`config.mk`:
```
export PLATFORM = sky130hd
export DESIGN_NAME = uart_rx
export DESIGN_NICKNAME = d
export VERILOG_FILES = /design/src/rtl/uart_rx_pkg.sv /design/src/rtl/uart_rx_fsm.sv /design/src/rtl/uart_rx.sv
export SDC_FILE = /design/constraint.sdc
export NUM_CORES = 1
export LEC_CHECK = 0
export BUFFER_PORTS_ARGS = -buffer_cell sky130_fd_sc_hd__buf_2
export CAP_MARGIN = 20
export CORE_MARGIN = 5
export CORE_UTILIZATION = 50
export CTS_CLUSTER_SIZE = 14
export DETAILED_ROUTE_END_ITERATION = 16
export GPL_TIMING_DRIVEN = 0
export PLACE_DENSITY_LB_ADDON = 0.3
export SLEW_MARGIN = 10
export SYNTH_ARGS = -nofsm -noshare
export SYNTH_HDL_FRONTEND = slang
export SYNTH_SLANG_ARGS = --single-unit
export TNS_END_PERCENT = 30
```
`constraint.sdc`:
```
create_clock -name clk -period 5.38 [get_ports clk]
set_input_delay 0.538 -clock clk [delete_from_list [all_inputs] [get_ports clk]]
set_output_delay 0.538 -clock clk [all_outputs]
set_load 0.01 [all_outputs]
```
`src/rtl/uart_rx_pkg.sv`:
```
// Shared types and constants for the oversampling UART receiver.
package uart_rx_pkg;

    localparam int DATA_W = 8;

    localparam logic [5:0] PRESCALE_4  = 6'd4;
    localparam logic [5:0] PRESCALE_8  = 6'd8;
    localparam logic [5:0] PRESCALE_16 = 6'd16;
    localparam logic [5:0] PRESCALE_32 = 6'd32;

    typedef enum logic [2:0] {
        IDLE,
        START,
        DATA,
        PARITY,
        STOP
    } rx_state_e;

    function automatic logic majority3(input logic a, input logic b, input logic c);
        return (a & b) | (a & c) | (b & c);
    endfunction

endpackage

```
`src/rtl/uart_rx_fsm.sv`:
```
// Frame sequencer for uart_rx: state register, per-bit edge counter and data bit counter.
//
// state  | meaning
// IDLE   | line idle, waiting for a low level; the detecting cycle is count 0 of the start bit
// START  | qualifying the start bit; a high sample aborts back to IDLE
// DATA   | receiving D0..D7, LSB first
// PARITY | receiving the parity bit
// STOP   | receiving the stop bit; leaves right after its sample is evaluated
import uart_rx_pkg::*;

module uart_rx_fsm (
    input  logic       clk,
    input  logic       rst,
    input  logic       rx,
    input  logic [5:0] prescale,
    input  logic       par_en,
    input  logic       bit_eval,
    input  logic       bit_val,
    output rx_state_e  state,
    output logic [5:0] edge_cnt,
    output logic [2:0] bit_cnt,
    output logic       start_det
);

    rx_state_e  state_nxt;
    logic [5:0] cnt_nxt;
    logic [2:0] bit_nxt;
    logic       bit_end;

    assign bit_end = (edge_cnt == prescale - 6'd1);

    always_ff @(posedge clk or negedge rst) begin
        if (!rst) begin
            state    <= IDLE;
            edge_cnt <= 6'd0;
            bit_cnt  <= 3'd0;
        end else begin
            state    <= state_nxt;
            edge_cnt <= cnt_nxt;
            bit_cnt  <= bit_nxt;
        end
    end

    always_comb begin
        state_nxt = state;
        cnt_nxt   = edge_cnt + 6'd1;
        bit_nxt   = bit_cnt;
        start_det = 1'b0;
        case (state)
            IDLE: begin
                cnt_nxt = 6'd0;
                bit_nxt = 3'd0;
                if (!rx) begin
                    start_det = 1'b1;
                    state_nxt = START;
                    cnt_nxt   = 6'd1;
                end
            end
            START: begin
                // A glitch check wins over the bit-end transition when both land on one count (P=4).
                if (bit_eval && bit_val) begin
                    state_nxt = IDLE;
                    cnt_nxt   = 6'd0;
                end else if (bit_end) begin
                    state_nxt = DATA;
                    cnt_nxt   = 6'd0;
                end
            end
            DATA: begin
                if (bit_end) begin
                    cnt_nxt = 6'd0;
                    if (bit_cnt == 3'd7) begin
                        bit_nxt   = 3'd0;
                        state_nxt = par_en ? PARITY : STOP;
                    end else begin
                        bit_nxt = bit_cnt + 3'd1;
                    end
                end
            end
            PARITY: begin
                if (bit_end) begin
                    state_nxt = STOP;
                    cnt_nxt   = 6'd0;
                end
            end
            STOP: begin
                if (bit_eval) begin
                    state_nxt = IDLE;
                    cnt_nxt   = 6'd0;
                end
            end
            default: begin
                state_nxt = IDLE;
                cnt_nxt   = 6'd0;
                bit_nxt   = 3'd0;
            end
        endcase
    end

endmodule

```
`src/rtl/uart_rx.sv`:
```
// Oversampling UART receiver: 8N1 / 8E1 / 8O1 frames, runtime prescale 4/8/16/32.
// Build option UART_RX_MAJORITY_EN: 2-of-3 vote around mid-bit instead of a single mid-bit sample.
import uart_rx_pkg::*;

module uart_rx (
    input  logic              clk,
    input  logic              rst,
    input  logic              RX_IN,
    input  logic [5:0]        prescale,
    input  logic              PAR_EN,
    input  logic              PAR_TYP,
    output logic              data_valid,
    output logic              par_err,
    output logic              stp_err,
    output logic [DATA_W-1:0] P_DATA
);

    rx_state_e         state;
    logic [5:0]        edge_cnt;
    logic [2:0]        bit_cnt;
    logic              start_det;
    logic [5:0]        p_lat;
    logic              pe_lat;
    logic              pt_lat;
    logic [5:0]        half_cnt;
    logic              bit_eval;
    logic              bit_val;
    logic              samp_mid;
    logic [DATA_W-1:0] shift_reg;
    logic              par_pend;
    logic              par_exp;

    assign half_cnt = p_lat >> 1;
    // All bit decisions happen on the last of the three sample counts, in both build variants.
    assign bit_eval = (edge_cnt == half_cnt + 6'd1);

    uart_rx_fsm u_fsm (
        .clk       (clk),
        .rst       (rst),
        .rx        (RX_IN),
        .prescale  (p_lat),
        .par_en    (pe_lat),
        .bit_eval  (bit_eval),
        .bit_val   (bit_val),
        .state     (state),
        .edge_cnt  (edge_cnt),
        .bit_cnt   (bit_cnt),
        .start_det (start_det)
    );

    always_ff @(posedge clk or negedge rst) begin
        if (!rst) begin
            p_lat  <= PRESCALE_4;
            pe_lat <= 1'b0;
            pt_lat <= 1'b0;
        end else if (start_det) begin
            p_lat  <= prescale;
            pe_lat <= PAR_EN;
            pt_lat <= PAR_TYP;
        end
    end

`ifdef UART_RX_MAJORITY_EN
    logic samp_early;

    always_ff @(posedge clk or negedge rst) begin
        if (!rst) begin
            samp_early <= 1'b1;
            samp_mid   <= 1'b1;
        end else begin
            if (edge_cnt == half_cnt - 6'd1) samp_early <= RX_IN;
            if (edge_cnt == half_cnt)        samp_mid   <= RX_IN;
        end
    end

    assign bit_val = majority3(samp_early, samp_mid, RX_IN);
`else
    always_ff @(posedge clk or negedge rst) begin
        if (!rst) begin
            samp_mid <= 1'b1;
        end else if (edge_cnt == half_cnt) begin
            samp_mid <= RX_IN;
        end
    end

    assign bit_val = samp_mid;
`endif

    always_ff @(posedge clk or negedge rst) begin
        if (!rst) begin
            shift_reg <= '0;
        end else if (state == DATA && bit_eval) begin
            shift_reg[bit_cnt] <= bit_val;
        end
    end

    assign par_exp = pt_lat ? ~^shift_reg : ^shift_reg;

    // Error flags are cleared only once a start bit is confirmed, so a line glitch leaves them intact.
    always_ff @(posedge clk or negedge rst) begin
        if (!rst) begin
            data_valid <= 1'b0;
            par_err    <= 1'b0;
            stp_err    <= 1'b0;
            par_pend   <= 1'b0;
            P_DATA     <= '0;
        end else begin
            data_valid <= 1'b0;
            if (state == START && bit_eval && !bit_val) begin
                par_err  <= 1'b0;
                stp_err  <= 1'b0;
                par_pend <= 1'b0;
            end
            if (state == PARITY && bit_eval) begin
                par_pend <= (bit_val != par_exp);
            end
            if (state == STOP && bit_eval) begin
                if (bit_val && !par_pend) begin
                    P_DATA     <= shift_reg;
                    data_valid <= 1'b1;
                end
                if (!bit_val) stp_err <= 1'b1;
                if (par_pend) par_err <= 1'b1;
            end
        end
    end

endmodule

```
==> results.sh <==
export IMPL_status="finished clean"
export IMPL_grt_pass1_vias=1624
export IMPL_die_w_microns=78.19
export IMPL_maxCapViolations=0
export IMPL_required_ns=5.56
export IMPL_syn_area_per_cell_sq_um=10.47
export IMPL_met3_length_microns=249
export IMPL_wirelength_mm=4.524
export IMPL_fp_coreArea_sq_um=4444
export IMPL_synth_seq_area_share_pct=44.24
export IMPL_hold_ws_ns=0.3767
export IMPL_multi_input_area_sq_um=1205
export IMPL_regArea_sq_um=1028
export IMPL_synth_top_area_cell="dfrtp_1"
export IMPL_max_slew_worst_pin_slew_ns=0.9280
export IMPL_p_leak_nw=1.199
export IMPL_fin_skew_ns=0.005155
export IMPL_num_antenna_cells=0
export IMPL_cp_end_kind="flop"
export IMPL_cts_tree="done"
export IMPL_setup_viol=0
export IMPL_synth_flop_cell="dfrtp_1"
export IMPL_fillers=368
export IMPL_yosysWarnings=0
export IMPL_routed_top_layer="met4"
export IMPL_synth_common_cells="dfrtp_1 (39), xnor2_1 (21), o21ai_0 (14)"
export IMPL_grt_pass1_wl_mm=7.838
export IMPL_syn_area_sq_um=2325
export IMPL_relSlewSlack_pct=38.00
export IMPL_vias=1690
export IMPL_initial_core_util_pct=52.31
export IMPL_worstPathArrival_ns=3.00
export IMPL_wl_per_cell_microns=14.93
export IMPL_cts_buffer_depth=2
export IMPL_grt_use_total_pct=15.94
export IMPL_cts_resized=0
export IMPL_ir_drop_uv=260.6
export IMPL_r2r_setup_slack_ns=2.56
export IMPL_synth_edf_count=0
export IMPL_max_freq_mhz=354.6
export IMPL_async_flop_share_pct=100.0
export IMPL_area_growth_pct=13.08
export IMPL_start_kind="flop"
export IMPL_path_clk_slew_ns=0.08
export IMPL_first_pass_iters=4
export IMPL_io_pins=22
export IMPL_hold_path_class="input port to asynchronous set/reset pin"
export IMPL_syn_instance_count=222
export IMPL_globalplace_congestion=0.7899
export IMPL_pwr_density_cell_nw_per_um2=487.3
export IMPL_drc_errors=0
export IMPL_fin_nets=267
export IMPL_worstPathMaxFanout=9
export IMPL_slew_viol_final=0
export IMPL_post_route_min_period_ns=2.820
export IMPL_yosys_top_cells_area="dfrtp_1 (42%), xnor2_1 (7.9%), mux2_2 (5.8%), mux2_4 (5.2%), ha_1 (3.2%)"
export IMPL_tns_ns=0
export IMPL_path_class="flop to flop"
export IMPL_detail_route_antenna_nets=0
export IMPL_vias_per_cell=5.578
export IMPL_cts_sinks=41
export IMPL_clk_insertion_delay_late_ns=0.29
export IMPL_hold_viol=0
export IMPL_synth_nets=239
export IMPL_synth_cell_types=47
export IMPL_cts_buffers=5
export IMPL_synth_top_area_share_pct=41.98
export IMPL_clockRootBuffer="clkbuf_8"
export IMPL_htree_levels=2
export IMPL_antenna_found_initial=0
export IMPL_overflow=0
export IMPL_grt_max_degree=42
export IMPL_rsz0062_at_grt="false"
export IMPL_finalCritPeriodShare_pct=52.42
export IMPL_die_height_microns=78.19
export IMPL_post_cts_repair_setup_buffers=0
export IMPL_drive_above_1_share_pct=23.11
export IMPL_dp_hpwl_mm=3.262
export IMPL_portBuffers=21
export IMPL_ys_seq_elements=41
export IMPL_drt_iter0_markers=112
export IMPL_rows=24
export IMPL_wl_met2_mm=2.016
export IMPL_wl_met1_mm=2.213
export IMPL_synth_most_common_cell="dfrtp_1"
export IMPL_ctsHoldBuffers=0
export IMPL_die_area_sq_um=6113
routing by layer:
layer	up-vias	global-route usage, %
met4	0	4.196
met5	-	0
li1	838	-
met1	805	22.30
met2	42	24.40
met3	5	4.462
critical path, cell delays in order, from the launching register on:
cell and delay (ns):
dfstp_2 0.60, inv_1 0.08, ha_1 0.29, xor2_1 0.16
a211oi_1 0.23, o2111a_2 0.28, nand2_4 0.10, or4b_1 0.50
buf_6 0.17, mux2_4 0.30
stage by stage:
step	cells	total power, mW	instance area, sq um	setup slack [ns]	utilization (%)
2_1_floorplan	222	0.8692	2325	2.739	-
3_3_place_gp	295	0.9790	2495	2.581	56.14
3_5_place_dp	295	0.9864	2495	2.565	56.14
4_1_cts	303	1.286	2629	2.549	59.15
5_1_grt	303	1.376	2629	2.418	59.15
6_report	303	1.281	2629	2.560	59.15
final cells by class:
type | count | area share, %
tap | 52 | 2.475
inverter | 8 | 1.142
timing repair buffer | 21 | 3.998
sequential | 41 | 39.12
clock buffer | 5 | 2.618
buffer | 11 | 2.332
clock inverter | 3 | 2.475
multi-input combinational | 162 | 45.84
report_power, final:
part | switching (mW) | internal [mW]
Combinational | 0.315 | 0.235
Clock | 0.111 | 0.184
Sequential | 0.0614 | 0.374
Total | 0.487 | 0.794
cell families (layout without fill, tap and decap cells):
group / Yosys count / count (layout) / synth area share [%]
and+or+nand+nor: 69 / 69 / 15.99
DFF: 41 / 41 / 44.24
AOI/OAI and AO/OA: 39 / 39 / 11.03
xor gates and xnor gates: 27 / 27 / 10.17
muxes: 21 / 21 / 11.41
buffers and inverters: 19 / 48 / 3.929
adders and majority gates: 6 / 6 / 3.229
path summary, 6_finish.rpt:
check,startpoint,to,depth (start not counted)
min in group clk,prescale[0],p_lat[0],3
min reg2reg,P_DATA[6],P_DATA[6],1
min,rst,p_lat[4],1
max reg2reg,p_lat[2],P_DATA[5],9
max in group asynchronous,rst,p_lat[5],1
max,p_lat[2],P_DATA[5],9
cells in the final DEF (no fill, tap or decap), types with 6 or more instances in the layout:
master	count
xnor2_1	21
inv_1	8
nand3_1	8
buf_2	22
mux2_2	12
mux2_4	8
o21ai_0	14
a21oi_1	6
nor2_1	13
nand2_1	12
clkbuf_1	6
xor2_1	6
nor3_1	10
dfrtp_1	39
ha_1	6
Power figures use the tool's default switching activity.
